[config.mk]
export PLATFORM = sky130hd
export DESIGN_NAME = apb_gpio
export DESIGN_NICKNAME = d
export VERILOG_FILES = /design/src/rtl/apb_gpio.sv
export SDC_FILE = /design/constraint.sdc
export NUM_CORES = 1
export LEC_CHECK = 0
export CAP_MARGIN = 40
export CORE_UTILIZATION = 33
export CTS_CLUSTER_SIZE = 16
export DETAILED_ROUTE_END_ITERATION = 16
export PLACE_DENSITY_LB_ADDON = 0.12
export SYNTH_ARGS = -nofsm -noshare
export SYNTH_HDL_FRONTEND = slang
export SYNTH_SLANG_ARGS = --single-unit
[constraint.sdc]
create_clock -name clk_i -period 2 [get_ports clk_i]
set_input_delay 0.2 -clock clk_i [delete_from_list [all_inputs] [get_ports clk_i]]
set_output_delay 0.2 -clock clk_i [all_outputs]
set_load 0.05 [all_outputs]
[src/rtl/apb_gpio.sv]
// APB GPIO block: direction/output registers, synchronised inputs with
// per-bit rise/fall edge detection into sticky W1C pending bits and a level IRQ.
module apb_gpio #(
    parameter int NrGpio     = 16,
    parameter int SyncStages = 2
) (
    input  logic              clk_i,
    input  logic              rst_ni,
    input  logic              psel_i,
    input  logic              penable_i,
    input  logic              pwrite_i,
    input  logic [31:0]       paddr_i,
    input  logic [31:0]       pwdata_i,
    output logic [31:0]       prdata_o,
    output logic              pready_o,
    output logic              pslverr_o,
    input  logic [NrGpio-1:0] gpio_i,
    output logic [NrGpio-1:0] gpio_o,
    output logic [NrGpio-1:0] gpio_oe_o,
    output logic              gpio_irq_o
);
    localparam logic [2:0] RegDir    = 3'd0;
    localparam logic [2:0] RegOut    = 3'd1;
    localparam logic [2:0] RegIn     = 3'd2;
    localparam logic [2:0] RegRiseEn = 3'd3;
    localparam logic [2:0] RegFallEn = 3'd4;
    localparam logic [2:0] RegPend   = 3'd5;
    localparam logic [2:0] RegOutSet = 3'd6;
    localparam logic [2:0] RegOutClr = 3'd7;

    logic [NrGpio-1:0] dir_q, out_q, rise_en_q, fall_en_q, pend_q, prev_q;
    logic [SyncStages-1:0][NrGpio-1:0] sync_q;
    logic [NrGpio-1:0] sync_val, edge_set, wdata, rd_val;
    logic [2:0]        idx;
    logic              err, wr;

    assign idx      = paddr_i[4:2];
    assign wdata    = pwdata_i[NrGpio-1:0];
    assign sync_val = sync_q[SyncStages-1];

    always_comb begin
        err = 1'b0;
        if (paddr_i[1:0] != 2'b00)                     err = 1'b1;
        else if (pwrite_i && idx == RegIn)             err = 1'b1;
        else if (!pwrite_i && (idx == RegOutSet || idx == RegOutClr)) err = 1'b1;
    end

    assign wr        = psel_i & penable_i & pwrite_i & ~err;
    assign pready_o  = psel_i;
    assign pslverr_o = psel_i & penable_i & err;

    always_comb begin
        rd_val = '0;
        case (idx)
            RegDir:    rd_val = dir_q;
            RegOut:    rd_val = out_q;
            RegIn:     rd_val = sync_val;
            RegRiseEn: rd_val = rise_en_q;
            RegFallEn: rd_val = fall_en_q;
            RegPend:   rd_val = pend_q;
            default:   rd_val = '0;
        endcase
    end

    assign prdata_o = (psel_i && !err) ? 32'(rd_val) : 32'd0;

    // Edges are judged on the synchronised value against its one-cycle-old copy.
    assign edge_set = (sync_val & ~prev_q & rise_en_q) | (~sync_val & prev_q & fall_en_q);

    always_ff @(posedge clk_i or negedge rst_ni) begin
        if (!rst_ni) begin
            sync_q <= '0;
            prev_q <= '0;
        end else begin
            sync_q[0] <= gpio_i;
            for (int s = 1; s < SyncStages; s++) sync_q[s] <= sync_q[s-1];
            prev_q <= sync_val;
        end
    end

    always_ff @(posedge clk_i or negedge rst_ni) begin
        if (!rst_ni) begin
            dir_q     <= '0;
            out_q     <= '0;
            rise_en_q <= '0;
            fall_en_q <= '0;
            pend_q    <= '0;
        end else begin
            if (wr) begin
                case (idx)
                    RegDir:    dir_q     <= wdata;
                    RegOut:    out_q     <= wdata;
                    RegRiseEn: rise_en_q <= wdata;
                    RegFallEn: fall_en_q <= wdata;
                    RegOutSet: out_q     <= out_q | wdata;
                    RegOutClr: out_q     <= out_q & ~wdata;
                    default: ;
                endcase
            end
            // Hardware set is ORed in after the W1C so it wins on a collision.
            pend_q <= (pend_q & ~((wr && idx == RegPend) ? wdata : '0)) | edge_set;
        end
    end

    assign gpio_o     = out_q;
    assign gpio_oe_o  = dir_q;
    assign gpio_irq_o = |pend_q;
endmodule

==> flow_summary_export.csv <==
group,metric,value,unit
power,p_sw,0.00199,W
setup_path,required,1.80,ns
setup_path,crit_path_start_kind,"register",
cts,cts.clk_slew.worst_paths,0.06,ns
placed_design,port_buffers,92,
floorplanning,die_w,137,µm
yosys,ys_ff_latch,128,
timing,skew,0.00583,ns
placed_design,dp_hpwl,11200,µm
floorplanning,die-area,18900,µm²
route,vias,4410,
timing,relSlewSlack,65.6,%
route,drtIter0Drc,197,
global_route,antenna_found_initial,0,
route,first_pass_iters,6,
cts,cts_buffers,17,
run,drv_cap,0,
power,swShare,28.0,%
floorplanning,rows,49,
yosys,ys_warn_count,0,
cells_and_area,nets,712,
floorplanning,start_util,33.6,%
timing,final-setup-viol-count,0,
cells_and_area,drive_above_1_share,34.8,%
power,power_frac_seq,43.6,%
setup_path,crit_chain,"mux2_2, a222oi_1, nor2_1, buf_12",
yosys,syn_inst,486,
global_route,track_usage,18.5,%
cts,htree_levels,4,
power,p_total,0.00712,W
route,drc,0,
yosys,postSynthAreaPerCell,12.4,µm²
timing,post-route-min-period,1.99,ns
cells_and_area,final_util,46.9,%
timing,fmax,502,MHz
yosys,synthSimpleGateAreaFrac,11.5,%
yosys,synth_top_family_by_area,"multiplexers",
route,ant_nets,0,
power,internal-power,0.00513,W
power,p_comb_share,15.7,%
cells_and_area,diodes,0,
route,drt_wl_total,16100,µm
setup_path,worstPathMaxFanout,2,
yosys,synthXorXnorAreaFrac,0,%
cells_and_area,area.growth.synth_to_final,39.6,%
yosys,post_synth_main_area_contributors,"dfrtp_1 53%, mux2_2 6.9%, mux2_1 3.7%",
cells_and_area,fillers,1627,
cts,clkLatencyLatePin,0.42,ns
cts,clockRootBuffer,"clkbuf_16",
timing,worst_pin_slew,0.514,ns
floorplanning,core_area,18000,µm²
yosys,synth_compound_area_share,12.6,%
cts,clkSinkCount,128,
route,wire_per_inst,18.6,µm
yosys,synthesis.area,6040,µm²
yosys,synth_top_area_share,53.0,%
setup_path,crit_type,"reg -> out",
floorplanning,die_y,137,µm
yosys,synthArstFlopShare,100,%
setup_path,slowest_stage,"dfrtp_1",
yosys,synth-seq-area-share,53.0,%
yosys,synth_edf_count,0,
yosys,yosysTopAreaCell,"dfrtp_1",
global_route,grt-ovfl-total,0,
timing,fin_crit_sh,99.6,%
cts,cts_buffer_depth,2,
yosys,synth_mux_area_share,17.3,%
setup_path,cp.arrival,1.79,ns
yosys,synthDistinctLibCells,44,
min_path,hold_path.class,"in -> reg",
yosys,ys.flop_type,"dfrtp_1",
timing,hold_viol,0,
power,ir_worst_vdd,0.625,mV
cts,cts_tree,"done",
setup_path,crit_path_max_incr_delay,0.40,ns
global_route,grt_pass1_vias,4532,
timing,rsz0062_at_grt,"yes",
global_route,grt_start_max_net_pins,59,
placed_design,gp_congestion,0.798,
timing,maxSlewViolCount,0,
route,viasPerCell,5.07,
floorplanning,ios,152,
power,p_clk_share,40.7,%
yosys,synth_fa_ha_area_share,0,%
run_status,status,"finished clean",
setup_path,end_kind,"output port",
power,p_leak,3.62,nW
global_route,grt_pass1_wl,25400,µm
power,p_per_area,845,nW/µm²
-- registers in the layout, summed over array words and instances, names as in the netlist --
name       cells
sync_val      16
gpio_o        16
rise_en_q     16
prev_q        16
gpio_oe_o     16
pend_q        16
fall_en_q     16
sync_q        16
-- routing by layer --
metal | GRT usage (%) | wire length, µm
met5 | 0 | 0
met4 | 7.63 | 244
met2 | 30.7 | 8240
met3 | 4.08 | 647
met1 | 23.3 | 7000
-- power groups by stage --
| stage | clock [W] | combinational, W | sequential (W) |
|---|---|---|---|
| after floorplan | 0 | 0.000607 | 0.00315 |
| after global placement | 0 | 0.00106 | 0.00313 |
| after detailed placement | 0 | 0.00108 | 0.00314 |
| after CTS | 0.00297 | 0.00111 | 0.00310 |
| after global routing | 0.00310 | 0.00121 | 0.00314 |
| final | 0.00290 | 0.00112 | 0.00311 |
-- Yosys cell counts (2+ instances only) --
cell,count
nand3b_1,16
buf_6,5
nor4_1,4
nor2b_1,2
nand2_1,33
dfrtp_1,128
nand3_1,17
nand4_4,2
nor2_1,35
o22a_1,4
a22oi_1,18
a21o_1,16
clkbuf_1,4
mux2_4,10
mux4_2,10
mux2_1,20
mux2i_1,3
buf_2,8
a21oi_1,18
a211oi_1,8
a211oi_2,10
buf_4,25
o21ai_0,32
o21ai_1,2
mux2_2,37
-- final cells by class --
cell class / count / area, µm² / share of cell area (%)
Multi-Input combinational cell: 328 / 2680 / 31.8
Clock buffer: 18 / 439 / 5.21
Tap cell: 229 / 287 / 3.40
Clock inverter: 14 / 118 / 1.39
Timing Repair Buffer: 150 / 1690 / 20.0
Sequential cell: 128 / 3210 / 38.1
Inverter: 2 / 10.0 / 0.119
-- critical path, delay by kind of cell, from the launching register on --
kind,cells,cell delay (ns)
buf+inv,1,0.18
compound gates,1,0.38
simple gates,1,0.15
mux,1,0.27
flops,1,0.40
-- layout by cell type, fill, tap and decap left out, types with 13 or more instances in the layout --
cell type,synthesis,routed
clkbuf_16,0,17
buf_12,1,30
nand3_1,17,17
a21oi_1,18,18
clkdlybuf4s50_1,0,68
nand3b_1,16,16
o21ai_0,32,31
nand2_1,33,33
dfrtp_1,128,121
nor2_2,1,13
mux2_2,37,37
buf_4,25,45
conb_1,1,16
a21o_1,16,16
mux2_1,20,20
nor2_1,35,21
-- cell families (layout without fill, tap and decap cells) --
logic type,Yosys count,in the layout
and+or+nand+nor,122,122
DFF,128,128
other,1,16
muxes,80,80
buffers and inverters,45,184
AOI/OAI and AO/OA,110,110
-- worst paths after layout --
path / to / cells after the start / slack [ns] / startpoint
worst max-delay path: prdata_o[10] / 4 / 0.009 / sync_val[10]$_DFF_PN0_
worst min-delay path: sync_q[6]$_DFF_PN0_ / 1 / 0.21 / gpio_i[6]
worst max register to register: gpio_o[6]$_DFFE_PN0P_ / 3 / 1.04 / gpio_o[6]$_DFFE_PN0P_
worst min register to register: sync_val[1]$_DFF_PN0_ / 0 / 0.35 / sync_q[1]$_DFF_PN0_
max in group asynchronous: pend_q[13]$_DFF_PN0_ / 3 / 1.05 / rst_ni
min in group asynchronous: sync_val[1]$_DFF_PN0_ / 2 / 0.27 / rst_ni
-- through the flow --
| step | setup TNS, ns | instances | hold slack [ns] | worst slack (ns) | cell area [µm²] |
|---|---|---|---|---|---|
| finish | 0 | 869 | 0.215 | 0.00891 | 8430 |
| detailed placement | -1.24 | 820 | 0.187 | -0.0867 | 7610 |
| CTS | -0.0327 | 859 | 0.198 | -0.0312 | 8290 |
| floorplan | 0 | 501 | -0.0956 | 0.0890 | 6100 |
| global route | -0.0192 | 869 | 0.208 | -0.0192 | 8430 |
| global placement | -1.34 | 820 | 0.187 | -0.0926 | 7610 |
-- timing repair --
item,in CTS,in global routing
pin swaps,4,8
gates resized for setup,22,19
setup endpoints to repair,15,16
hold buffers,1,0
buffers inserted,6,10
hold endpoints to repair,30,0
No activity file was read; power rests on OpenSTA's default activity.
